### src/rtl/program_memory_loader_pkg.sv
// Shared definitions for the program memory loader: FSM state encoding,
// byte geometry and helpers for deriving the packer index width.
package program_memory_loader_pkg;

   localparam int BYTE_W = 8;

   typedef enum logic [1:0] {
      ST_IDLE  = 2'd0,
      ST_LOAD  = 2'd1,
      ST_WRITE = 2'd2
   } load_state_e;

   // Number of whole bytes that make up one RAM word.
   function automatic int bytes_per_word(input int word_w);
      return word_w / BYTE_W;
   endfunction

   // Width of a counter that indexes bytes within a word; never narrower than 1 bit.
   function automatic int byte_idx_width(input int bpw);
      return (bpw > 1) ? $clog2(bpw) : 1;
   endfunction

endpackage

### src/rtl/program_memory_loader_byte_word_packer.sv
// Byte-to-word packer: shifts bytes in MSB-first, tracks the byte index
// within the current word and zero-pads the tail when the image ends early.
// word_nxt_o is the word as it will look after the current byte is taken,
// so the FSM can register it on the same edge that completes the word.
module program_memory_loader_byte_word_packer
   import program_memory_loader_pkg::*;
#(
   parameter int m = 16
) (
   input  logic         clk,
   input  logic         clr_n,
   input  logic         clear_i,
   input  logic         shift_i,
   input  logic [7:0]   byte_i,
   input  logic         last_i,
   output logic         word_ready_o,
   output logic [m-1:0] word_nxt_o
);

   localparam int BPW   = bytes_per_word(m);
   localparam int IDX_W = byte_idx_width(BPW);

   logic [m-1:0]     word_q;
   logic [m-1:0]     word_base;
   logic [IDX_W-1:0] idx_q;
   logic             idx_full;

   assign idx_full = (idx_q == IDX_W'(BPW - 1));

   // Place the incoming byte at its slot; the first byte of a word starts from
   // zero so any slots not reached before byte_last stay zero-padded.
   always_comb begin
      word_base  = (idx_q == '0) ? '0 : word_q;
      word_nxt_o = word_base;
      for (int b = 0; b < BPW; b++) begin
         if (idx_q == IDX_W'(b)) begin
            word_nxt_o[m-1-BYTE_W*b -: BYTE_W] = byte_i;
         end
      end
      word_ready_o = shift_i & (idx_full | last_i);
   end

   // Pack register and byte index; index returns to 0 whenever a word completes.
   always_ff @(posedge clk) begin
      if (!clr_n) begin
         word_q <= '0;
         idx_q  <= '0;
      end else if (clear_i) begin
         word_q <= '0;
         idx_q  <= '0;
      end else if (shift_i) begin
         word_q <= word_nxt_o;
         idx_q  <= word_ready_o ? '0 : idx_q + IDX_W'(1);
      end
   end

endmodule

### src/rtl/program_memory_loader.sv
// Writer side of the program RAM. Accepts a valid/ready byte stream, packs it
// into m-bit words and writes them at ascending addresses, keeping the RAM
// read port disabled for the duration of the load.
//
// state    | meaning
// ---------+-----------------------------------------------------------
// ST_IDLE  | waiting for start; read port enabled, stream not accepted
// ST_LOAD  | accepting bytes into the packer until a word completes
// ST_WRITE | one-cycle RAM write of the packed word, then advance/finish
module program_memory_loader
   import program_memory_loader_pkg::*;
#(
   parameter int n = 4,
   parameter int m = 16
) (
   input  logic         clk,
   input  logic         clr_n,
   input  logic         start,
   input  logic [7:0]   byte_in,
   input  logic         byte_valid,
   input  logic         byte_last,
   output logic         byte_ready,
   output logic [n-1:0] mem_address,
   output logic [m-1:0] mem_data_in,
   output logic         mem_write,
   output logic         mem_enable,
   output logic         busy,
   output logic         done,
   output logic         overflow,
   output logic [n:0]   word_count
);

   localparam logic [n-1:0] ADDR_MAX = '1;

   load_state_e  state_q;
   logic         byte_ready_q;
   logic [n-1:0] addr_q;
   logic [m-1:0] data_q;
   logic         mem_write_q;
   logic         mem_enable_q;
   logic         busy_q;
   logic         done_q;
   logic         overflow_q;
   logic [n:0]   count_q;
   logic         last_q;

   logic         xfer;
   logic         pack_clear;
   logic         word_ready;
   logic [m-1:0] word_nxt;

   assign xfer       = byte_valid & byte_ready_q;
   assign pack_clear = (state_q == ST_IDLE) & start;

   program_memory_loader_byte_word_packer #(
      .m (m)
   ) u_packer (
      .clk          (clk),
      .clr_n        (clr_n),
      .clear_i      (pack_clear),
      .shift_i      (xfer),
      .byte_i       (byte_in),
      .last_i       (byte_last),
      .word_ready_o (word_ready),
      .word_nxt_o   (word_nxt)
   );

   // Load sequencer with all outputs registered.
   always_ff @(posedge clk) begin
      if (!clr_n) begin
         state_q      <= ST_IDLE;
         byte_ready_q <= 1'b0;
         addr_q       <= '0;
         data_q       <= '0;
         mem_write_q  <= 1'b0;
         mem_enable_q <= 1'b1;
         busy_q       <= 1'b0;
         done_q       <= 1'b0;
         overflow_q   <= 1'b0;
         count_q      <= '0;
         last_q       <= 1'b0;
      end else begin
         case (state_q)
            ST_IDLE: begin
               if (start) begin
                  state_q      <= ST_LOAD;
                  byte_ready_q <= 1'b1;
                  busy_q       <= 1'b1;
                  mem_enable_q <= 1'b0;
                  addr_q       <= '0;
                  count_q      <= '0;
                  done_q       <= 1'b0;
                  overflow_q   <= 1'b0;
                  last_q       <= 1'b0;
               end
            end
            ST_LOAD: begin
               if (word_ready) begin
                  state_q      <= ST_WRITE;
                  byte_ready_q <= 1'b0;
                  mem_write_q  <= 1'b1;
                  data_q       <= word_nxt;
                  last_q       <= byte_last;
               end
            end
            ST_WRITE: begin
               mem_write_q <= 1'b0;
               count_q     <= count_q + (n+1)'(1);
               // Stopping at the top address without a last byte means the
               // image did not fit; the rest of the stream is left untouched.
               if (last_q || (addr_q == ADDR_MAX)) begin
                  state_q      <= ST_IDLE;
                  busy_q       <= 1'b0;
                  mem_enable_q <= 1'b1;
                  done_q       <= 1'b1;
                  overflow_q   <= ~last_q;
               end else begin
                  state_q      <= ST_LOAD;
                  byte_ready_q <= 1'b1;
                  addr_q       <= addr_q + n'(1);
               end
            end
            default: begin
               state_q      <= ST_IDLE;
               byte_ready_q <= 1'b0;
               mem_write_q  <= 1'b0;
               busy_q       <= 1'b0;
               mem_enable_q <= 1'b1;
            end
         endcase
      end
   end

   assign byte_ready  = byte_ready_q;
   assign mem_address = addr_q;
   assign mem_data_in = data_q;
   assign mem_write   = mem_write_q;
   assign mem_enable  = mem_enable_q;
   assign busy        = busy_q;
   assign done        = done_q;
   assign overflow    = overflow_q;
   assign word_count  = count_q;

endmodule

### config.mk
export PLATFORM = sky130hd
export DESIGN_NAME = program_memory_loader
export DESIGN_NICKNAME = d
export VERILOG_FILES = /design/src/rtl/program_memory_loader_pkg.sv /design/src/rtl/program_memory_loader_byte_word_packer.sv /design/src/rtl/program_memory_loader.sv
export SDC_FILE = /design/constraint.sdc
export NUM_CORES = 1
export LEC_CHECK = 0
export BUFFER_PORTS_ARGS = -buffer_cell sky130_fd_sc_hd__clkbuf_2
export CORE_ASPECT_RATIO = 2
export CORE_MARGIN = 5
export CORE_UTILIZATION = 56
export CTS_CLUSTER_SIZE = 30
export DETAILED_ROUTE_END_ITERATION = 7
export PLACE_DENSITY = 0.82
export SLEW_MARGIN = 20
export SYNTH_ARGS = -nofsm -noshare
export SYNTH_HDL_FRONTEND = slang
export SYNTH_SLANG_ARGS = --single-unit
export TNS_END_PERCENT = 50
### constraint.sdc
create_clock -name clk -period 3.6 [get_ports clk]
set_input_delay 0.54 -clock clk [delete_from_list [all_inputs] [get_ports clk]]
set_output_delay 0.54 -clock clk [all_outputs]
set_load 0.05 [all_outputs]
Yosys cells after proc, flatten, opt, wreduce, memory -nomap -nowiden
Index checks and enable logic that the tools add are counted.
Storage, ports and cells
  output and inout bits: 31
  logic and storage cells: 74
  register bits after elaboration: 51
  input bits: 13
Operators by class
  bitwise operators: 8
  $add $sub $neg: 3
  reduce and logical (&&, ||, !) cells: 14
  muxes and demuxes: 29
  equality and inequality tests: 7
Operators by type and width (count)
  16-bit two-way mux: 1
  8-bit two-way mux: 2
  3-bit AND reduction: 5
  1-bit two-way mux: 11
  5-bit one-hot mux with 2 select lines: 1
  1-bit one-hot mux with 3 select lines: 3
  4-bit two-way mux: 2
  1-bit one-hot mux with 2 select lines: 4
  4-bit one-hot mux with 2 select lines: 1
  2-bit AND reduction: 4
  2-bit != test, second input constant: 3
  2-bit one-hot mux with 3 select lines: 1
  5-bit by 1-bit adder with 5-bit output, second input constant: 1
  5-bit two-way mux: 1
  4-bit by 1-bit adder with 4-bit output, second input constant: 1
  4-bit equality test, second input constant: 1
  2-bit two-way mux: 2
  1-bit NOT: 4
  2-bit nonzero test: 2
  1-bit bitwise AND: 3
  2-bit by 1-bit equality test with 1-bit output, second input constant: 1
  2-bit equality test, second input constant: 1
  2-bit logical NOT: 1
  2-bit by 1-bit != test with 1-bit output, second input constant: 1
  other kinds (4): 4

Depth between registers and ports, before layout
Gate-level depths: netlist (run 1).
  word-level depth: 4
  gate-level depth with buffers: 6
  mapped depth without buffers: 4

By module
From an unflattened synthesis (run 1), not the netlist that was laid out.
Unflattened totals
  cell total of the unflattened synthesis: 216
  area total of the unflattened synthesis: 1933.1 um2
By module, submodules not included
  program_memory_loader: seq. area each 680.7 um2, area each 1411.4 um2, cells each 163, instances 1
  program_memory_loader_byte_word_packer: seq. area each 180.2 um2, area each 521.8 um2, cells each 53, instances 1

Least setup slack after synthesis (run 1)
OpenSTA, ideal clock, no wires.
  path type: register to register
  start point: register addr_q[0], in the netlist mem_address[0]
  end point: register addr_q[0], in the netlist mem_address[0]
  slack: 1.876 ns
  setup time: 0.066 ns
  stages on the path, launching flop included: 5
  buffers on the path: 0
  arrival: 1.658 ns
  cell sequence: dfxtp_1 > ha_1 > a311o_1 > or3_1 > a21oi_2
On the way
  word-level cells in the longest chain between the ends: 4
  elaborated cells between the ends (all ways): 7
Ends and longest elaborated chain
  start, declared: line program_memory_loader.sv:37  | logic [n-1:0] addr_q;
  start signal, assigned: line program_memory_loader.sv:120  | addr_q <= addr_q + n'(1);
  branches (longest 4 deep; another with 4-bit by 1-bit adder with 4-bit output)
Several ways; the timed one is not identified. The select of a mux whose other input is x is not followed.
A chain may end at the register's enable or synchronous reset.

Final worst setup path (run 1)
  start point: register state_q[0]
  end point: register data_q[12], in the netlist mem_data_in[12]
On the way
  word-level cells in the longest chain between the ends: 2
Ends and longest elaborated chain
  start, declared: line program_memory_loader.sv:35  | load_state_e state_q;
  start signal, assigned: line program_memory_loader.sv:71  | state_q <= ST_IDLE;
  start signal, assigned: line program_memory_loader.sv:86  | state_q <= ST_LOAD;
  start signal, assigned: line program_memory_loader.sv:99  | state_q <= ST_WRITE;
  2-bit by 1-bit equality test with 1-bit output: line program_memory_loader.sv:83  | case (state_q)
  2-bit AND reduction (no line)
  end signal, assigned: line program_memory_loader.sv:102  | data_q <= word_nxt;
  end, declared: line program_memory_loader.sv:38  | logic [m-1:0] data_q;
No other way between the ends.

==> flow_summary.ini, run 1 <==
[status]
outcome = complete, no violations

[cts]
cts_tree = built
clock-sinks = 43
postCtsSetupBuffers = 0
cts_hold_buf = 0
insertion_delay_ps = 290
h-tree-depth = 2
clk_path_buf_depth = 2
cts-root-buf = clkbuf_8
cts_buffers = 5
clk_pin_slew_ps = 80
ctsResizeCount = 0

[sta]
setup_tns_ps = 0
rsz0062_at_grt = no
max_clock_freq_ghz = 0.4970
max-slew-margin-rel = 0.3007
tightest_slew_ps = 1047
hold_violations = 0
finalSetupViolations = 0
finalCritPeriodShare = 0.5589
layout_min_cycle_time_ps = 2012
hold_slack_ps = 477.5
fin_skew_ps = 4.298
maxSlewViolCount = 0

[pwr]
powerDensity_mw_per_mm2 = 493.0
p_comb_frac = 0.122
netSwitchingFraction = 0.2551
p_sw_mw = 0.2759
p_clk_frac = 0.408
pwr-share-seq = 0.470
intPower_mw = 0.8055
ir_drop_mv = 0.5276
p_leak_nw = 0.9179

[synthesis]
ys_dominant_reg_cell = dfxtp_1
synth_edf_count = 0
yosys.area.top_type = dfxtp_1
synth.area.mux_share = 0.1046
syn_inst = 207
yosys.area_share.simple = 0.1720
netlist_area_mm2 = 0.001913
yosysWarnings = 0
synth_xor_area_frac = 0
synth-seq-cells = 43
synth_commonest_cells = 43 x dfxtp_1, 22 x a21oi_1, 20 x mux2i_1
syn_area_per_cell_um2 = 9.242
ys_top_cells_by_area = dfxtp_1 45%, mux2i_1 10%, a21oi_1 5.8%
synth_compound_gate_area_share = 0.1962
synthDistinctLibCells = 42
yosysMostFrequentCell = dfxtp_1
synth_top_family_by_area = compound AO/OA/AOI/OAI gates
synth_top_area_frac = 0.4500
synthAdderAreaFrac = 0.01308
ys_async_sr_fraction = 0
yosysSeqAreaShare = 0.4500
synth_nets = 222

[cells_and_area]
fin_util = 0.6566
multi_input_area_um2 = 929.6
seqCellArea_um2 = 860.8
fin_area_mm2 = 0.002193
num-nets-final = 253
diodes = 0
fill_cells = 307
drive_gt1_frac = 0.2427
areaGrowthSynthToFinish_pct = 14.65

[placed_design]
dp_hpwl_um = 3264
post_dp_cell_area_mm2 = 0.002057
portBuffers = 43
gp_congestion = 0.8504

[detailed_routing]
avgViaCountPerCell = 6.332
wl_um = 4517
via_count = 1716
ant_nets = 0
drc = 0
wire_per_inst_um = 16.67
drt_iter0_drc = 45
drtPass1Iterations = 5

[floorplanning]
chipWidth_um = 51.33
rows = 30
fp.dieArea_mm2 = 0.004756
ios = 44
core_mm2 = 0.003341
start_util = 0.5727
die_h_um = 92.66

[worst_setup_path]
slowest_delay_ps = 890
arrival_ps = 2210
cp-end-kind = flip-flop
critPathMaxFanout = 17
worst_path_max_delay_cell = nor2b_1
critPathKind = reg -> reg
worstPathRequired_ps = 3800
crit_chain = nor2b_1 -> a21oi_1 -> a211oi_1
startpoint_type = flip-flop

[grt]
grt_pass1_vias = 1597
grt_overflow = 0
grt_use_total = 0.2071
grt_max_degree = 27
antenna_found_initial = 0
grt_pass1_wl_um = 7493

[min_path]
hp-class = reg -> reg

[job]
max-cap-violations = 0
[power by group through the flow]
stage	Combinational (mW)	Sequential (mW)	Clock (mW)
after floorplan	0.0899	0.537	0
after global placement	0.129	0.518	0
after detailed placement	0.130	0.519	0
after CTS	0.131	0.508	0.450
after global routing	0.143	0.511	0.472
final	0.132	0.508	0.442
[metal layers]
metal	vias up	global-route usage	share of wire
met5	-	0	0
met4	0	0.1160	0.029
met3	17	0.05153	0.048
met2	62	0.3621	0.55
met1	816	0.2179	0.37
li1	821	-	-
[layout make-up]
type                    instances  share of cell area
well taps                      32             0.01825
flip-flops and latches         43              0.3925
repair buffers                 43             0.09812
clock inverters                 3             0.03080
inverters                       3            0.005134
multi-input cells             142              0.4238
clock buffers                   5             0.03137
[worst max-delay path, delay by kind of cell (launching register included)]
family | cells | cell delay [ps]
compound gates | 2 | 450
flops | 1 | 580
simple gates | 1 | 890
[layout by cell type (no fill, tap or decap), types with 2 or more instances in the layout]
cell and instances:
dfxtp_1 43, clkbuf_2 43, a21oi_1 22, mux2i_1 20
o21ai_0 13, nor2_1 12, nand4_1 10, nand3_1 10
a211oi_1 9, nand2_1 9, clkbuf_8 5, nor2b_1 4
or3_1 3, a22oi_1 2, inv_1 2, nor3b_1 2
o2111ai_1 2, nor3_1 2, o31ai_1 2, ha_1 2
bufinv_16 2
[path summary, 6_finish.rpt]
kind,from,endpoint,slack [ps],cells past startpoint
worst min-delay path,done$_SDFFE_PN0P_,done$_SDFFE_PN0P_,480,2
worst max register to register,state_q[0]$_SDFFE_PN0P_,mem_data_in[12]$_SDFFE_PN0P_,1590,3
worst max-delay path,state_q[0]$_SDFFE_PN0P_,mem_data_in[12]$_SDFFE_PN0P_,1590,3
worst min register to register,done$_SDFFE_PN0P_,done$_SDFFE_PN0P_,480,2
[kinds of logic after synthesis]
kind of cell	after synthesis
simple gates	60
mux	20
buf+inv	22
flops	43
compound gates	60
fa+ha+maj	2
[flip-flops by register name, indices dropped and copies added (netlist names)]
name,flops
busy,1
mem_enable,1
mem_write,1
last_q,1
done,1
state_q,2
mem_data_in,16
overflow,1
byte_ready,1
u_packer.idx_full,1
u_packer.word_q,8
word_count,5
mem_address,4
[per-stage QoR]
step,total power [mW],setup WS (ps),cells
after floorplan,0.6265,1876,207
after global placement,0.6476,1712,263
after detailed placement,0.6497,1626,263
after CTS,1.090,1600,271
after global routing,1.127,1272,271
final,1.081,1588,271
Note: power is estimated with default switching activity, not from simulation.
==> run 2: changes to the inputs <==
Settings changed: ABC_AREA from default to 1, CORE_UTILIZATION 56 to 52, PLACE_DENSITY 0.82 to 0.78.
Clock period 3.6 ns to 2 ns, I/O delays scaled along.
==> flow_summary.ini, run 2 <==
[synthesis]
yosys.area.top_type = dfxtp_1
syn_inst = 250
synth_edf_count = 0
yosysSeqAreaShare = 0.4581
yosysWarnings = 0
ys_async_sr_fraction = 0
yosysMostFrequentCell = nand2_1
synth_commonest_cells = 59 x nand2_1, 43 x dfxtp_1, 33 x nor2_1
ys_top_cells_by_area = dfxtp_1 46%, nand2_1 12%, o21ai_0 8.0%
ys_dominant_reg_cell = dfxtp_1
synth-seq-cells = 43
syn_area_per_cell_um2 = 7.517
synth_nets = 265
netlist_area_mm2 = 0.001879
synth_top_area_frac = 0.4581
synthDistinctLibCells = 26

[grt]
grt_overflow = 0
antenna_found_initial = 0
grt_pass1_wl_um = 6989
grt_use_total = 0.1847
grt_max_degree = 25
grt_pass1_vias = 1601

[cts]
ctsResizeCount = 0
clk_path_buf_depth = 2
cts_hold_buf = 0
h-tree-depth = 2
cts-root-buf = clkbuf_8
clock-sinks = 43
postCtsSetupBuffers = 0
insertion_delay_ps = 290
clk_pin_slew_ps = 80
cts_tree = built
cts_buffers = 5

[sta]
setup_tns_ps = 0
max-slew-margin-rel = 0.7861
tightest_slew_ps = 320.6
hold_violations = 0
max_clock_freq_ghz = 0.7018
finalSetupViolations = 0
hold_slack_ps = 281.2
rsz0062_at_grt = no
fin_skew_ps = 8.837
maxSlewViolCount = 0
finalCritPeriodShare = 0.7124
layout_min_cycle_time_ps = 1425

[cells_and_area]
layout.cells.non_filler = 342
areaGrowthSynthToFinish_pct = 16.38
mostFrequentLayoutCells = 59 x nand2_1, 43 x dfxtp_1, 43 x clkbuf_2
num-nets-final = 307
multi_input_area_um2 = 860.8
seqCellArea_um2 = 860.8
fill_cells = 362
final_common_cell = nand2_1
largest_reg_flops = 16
diodes = 0
drive_gt1_frac = 0.2457

[floorplanning]
fp.dieArea_mm2 = 0.004990
ios = 44
start_util = 0.5266
die_h_um = 95.02
core_mm2 = 0.003568
chipWidth_um = 52.51
rows = 31

[min_path]
hp-class = in -> reg

[pwr]
total_power_mw = 1.609
powerDensity_mw_per_mm2 = 735.5
p_leak_nw = 0.9792
ir_drop_mv = 0.5559

[worst_setup_path]
worstPathRequired_ps = 2230
crit_chain = nand2_1 -> nor2_2 -> nand2_4 -> inv_4 -> nand2_2 -> o21ai_0
critPathKind = reg -> reg
worst_path_max_delay_cell = dfxtp_1
critPathMaxFanout = 18
cp-end-kind = flip-flop
arrival_ps = 1650
slowest_delay_ps = 350
startpoint_type = flip-flop

[detailed_routing]
drtPass1Iterations = 4
wl_um = 4131
ant_nets = 0
avgViaCountPerCell = 5.006
wire_per_inst_um = 12.08
drt_iter0_drc = 36
via_count = 1712
drc = 0

[placed_design]
gp_congestion = 0.7699
portBuffers = 43
place_inst = 334
dp_hpwl_um = 3160

[job]
max-cap-violations = 0

[status]
outcome = complete, no violations
==> run 2: routing by layer <==
metal  wire, um  vias to the layer above  global-route usage
li1           -                      884                   -
met1       1602                      778              0.1868
met2       2255                       41              0.3413
met3        184                        9             0.04538
met4         89                        0             0.08102
met5          0                        -                   0
==> run 2: per-stage QoR <==
stage	setup WS, ps	area [um2]	util
after global routing	373.9	2187	0.6129
after detailed placement	530.7	2106	0.5901
final	575.1	2187	0.6129
after CTS	543.3	2187	0.6129
after floorplan	435.5	1879	-
after global placement	598.2	2106	0.5901
==> run 2: final timing paths <==
check	end	slack, ps	depth (start not counted)	start
setup / recovery	mem_data_in[7]$_SDFFE_PN0P_	580	6	byte_ready$_SDFFE_PN0P_
hold / removal	mem_data_in[4]$_SDFFE_PN0P_	280	3	byte_in[4]
setup reg to reg	mem_data_in[7]$_SDFFE_PN0P_	580	6	byte_ready$_SDFFE_PN0P_
hold reg to reg	done$_SDFFE_PN0P_	470	2	done$_SDFFE_PN0P_
==> run 2: where the power goes <==
group	switching (mW)	internal [mW]	total, mW
registers	0.0136	0.875	0.889
clock network	0.283	0.245	0.528
logic	0.138	0.0536	0.192
==> run 2: critical path: cells and delay by family (launching register included) <==
kind / cells / cell delay (ps)
buf+inv: 1 / 180
compound gates: 1 / 140
flops: 1 / 350
simple gates: 4 / 680
==> run 2: area by class of cell <==
cell class / instances / area share
clock buffer: 7 / 0.03490
clock inverter: 1 / 0.002288
inverter: 24 / 0.04233
multi-input combinational: 173 / 0.3936
sequential: 43 / 0.3936
tap: 49 / 0.02803
timing repair buffer: 45 / 0.1053
==> run 2: cells by family after synthesis <==
kind of cell               Yosys count  share of synthesized area
adders and majority gates            2                    0.01331
AOI/OAI and AO/OA                   53                     0.1565
buffers and inverters               34                    0.08389
DFF                                 43                     0.4581
muxes                                2                    0.01065
and+or+nand+nor                    116                     0.2776
==> run 3: changes to the inputs <==
Settings changed: ABC_AREA 1 to 0, CORE_UTILIZATION 52 to 47, PLACE_DENSITY 0.78 to 0.74.
Clock period 2 ns to 1.3 ns, I/O delays scaled along.
==> flow_summary.ini, run 3 (synthesis gave the netlist of run 1 again) <==
[cts]
h-tree-depth = 2
clock-sinks = 43
cts_tree = built
cts_buffers = 5
clk_pin_slew_ps = 80
insertion_delay_ps = 290
clk_path_buf_depth = 2
cts-root-buf = clkbuf_8
postCtsSetupBuffers = 0

[worst_setup_path]
r2r-start = mem_address[0]$_SDFFE_PN0P_
cp-end-kind = flip-flop
r2r_slack_ps = -20
arrival_ps = 1550
worstReg2RegEnd = mem_address[0]$_SDFFE_PN0P_
critPathKind = reg -> reg
worstPathRequired_ps = 1530
startpoint_type = flip-flop
critPathMaxFanout = 4
reg2reg_depth = 4

[cells_and_area]
layout.cells.non_filler = 315
final_common_cell = clkbuf_2
largest_reg_flops = 16
diodes = 0
mostFrequentLayoutCells = 43 x clkbuf_2, 36 x dfxtp_1, 23 x buf_4
areaGrowthSynthToFinish_pct = 28.32
fin_util = 0.6129
num-nets-final = 277
drive_gt1_frac = 0.3612

[floorplanning]
start_util = 0.4777
rows = 33
chipWidth_um = 55.12
ios = 44
fp.dieArea_mm2 = 0.005524
core_mm2 = 0.004005
die_h_um = 100.2

[detailed_routing]
drc = 0
drtPass1Iterations = 4
ant_nets = 0
wl_um = 4549
wire_per_inst_um = 14.44
avgViaCountPerCell = 5.419
drt_iter0_drc = 21
via_count = 1707

[grt]
grt_use_total = 0.1851
grt_pass1_vias = 1714
grt_max_degree = 26
grt_pass1_wl_um = 7631
antenna_found_initial = 0
grt_overflow = 0

[pwr]
total_power_mw = 2.984
pwr-share-seq = 0.466
intPower_mw = 2.207
powerDensity_mw_per_mm2 = 1216
p_clk_frac = 0.383
p_sw_mw = 0.7769
p_leak_nw = 1.050
netSwitchingFraction = 0.2603
ir_drop_mv = 1.425
p_comb_frac = 0.151

[min_path]
hold_end = u_packer.word_q[11]$_SDFFE_PP0P_
min-delay-start = byte_in[3]
hp-class = in -> reg
whs_path_depth = 3

[sta]
layout_min_cycle_time_ps = 1325
fin_ws_ps = -24.54
finalSetupViolations = 1
finalCritPeriodShare = 1.019
hold_slack_ps = 171.3
hold_violations = 0
max-slew-margin-rel = 0.7577
max_clock_freq_ghz = 0.7550
tightest_slew_ps = 362.4
rsz0062_at_grt = yes
fin_skew_ps = 6.943
maxSlewViolCount = 0
setup_tns_ps = -24.54

[status]
failed_checks = negative setup slack
outcome = finished with violations

[job]
max-cap-violations = 0

[placed_design]
gp_congestion = 0.8126
portBuffers = 43
dp_hpwl_um = 3248
place_inst = 307
-- run 3: power by group through the flow --
stage / Sequential, mW / Combinational, mW / Clock [mW]
3_3_place_gp: 1.42 / 0.424 / 0
6_report: 1.39 / 0.450 / 1.14
3_5_place_dp: 1.42 / 0.429 / 0
2_1_floorplan: 1.49 / 0.252 / 0
5_1_grt: 1.40 / 0.489 / 1.22
4_1_cts: 1.39 / 0.442 / 1.17
-- run 3: final cells by class --
type | instances | area [um2]
inverters | 3 | 11.26
flip-flops and latches | 43 | 877.1
clock inverters | 1 | 30.03
well taps | 52 | 65.06
multi-input cells | 142 | 974.7
clock buffers | 7 | 97.59
fillers | 369 | 1550
repair buffers | 67 | 399.1
-- run 3: critical path: stages, from the launching register on --
cell     delay [ps]
dfxtp_4         360
ha_4            170
a311o_1         280
or3_4           330
a21oi_2         120
-- run 3: worst max path at each step --
stage                                      startpoint                           to  slack (ps)
after CTS                 mem_address[0]$_SDFFE_PN0P_  mem_address[0]$_SDFFE_PN0P_         -10
final                     mem_address[0]$_SDFFE_PN0P_  mem_address[0]$_SDFFE_PN0P_         -20
after global routing      mem_address[1]$_SDFFE_PN0P_  mem_address[0]$_SDFFE_PN0P_         -90
after global placement        state_q[1]$_SDFFE_PN0P_  mem_address[3]$_SDFFE_PN0P_         0.9
after floorplan           mem_address[0]$_SDFFE_PN0P_  mem_address[0]$_SDFFE_PN0P_        -100
after detailed placement      state_q[1]$_SDFFE_PN0P_  mem_address[3]$_SDFFE_PN0P_         -50
-- run 3: repair_timing --
item                                    in CTS  in global routing
hold buffers                                 0                  0
hold endpoints to repair                     0                  0
gates resized for setup                      4                 12
pin swaps                                    0                  4
endpoints found under the setup margin      14                 23
-- run 3: layer usage --
layer	share of wire	global-route usage	vias up
met2	0.49	0.2883	39
met1	0.45	0.2406	788
met5	0	0	-
met3	0.050	0.03863	5
li1	-	-	875
met4	0.016	0.07865	0
-- run 3: through the flow --
stage | setup slack, ps | instance area, um2
after floorplan | -100.4 | 1942
final | -24.54 | 2455
after detailed placement | -46.14 | 2288
after global routing | -94.25 | 2455
after CTS | -13.87 | 2436
after global placement | 0.9235 | 2288
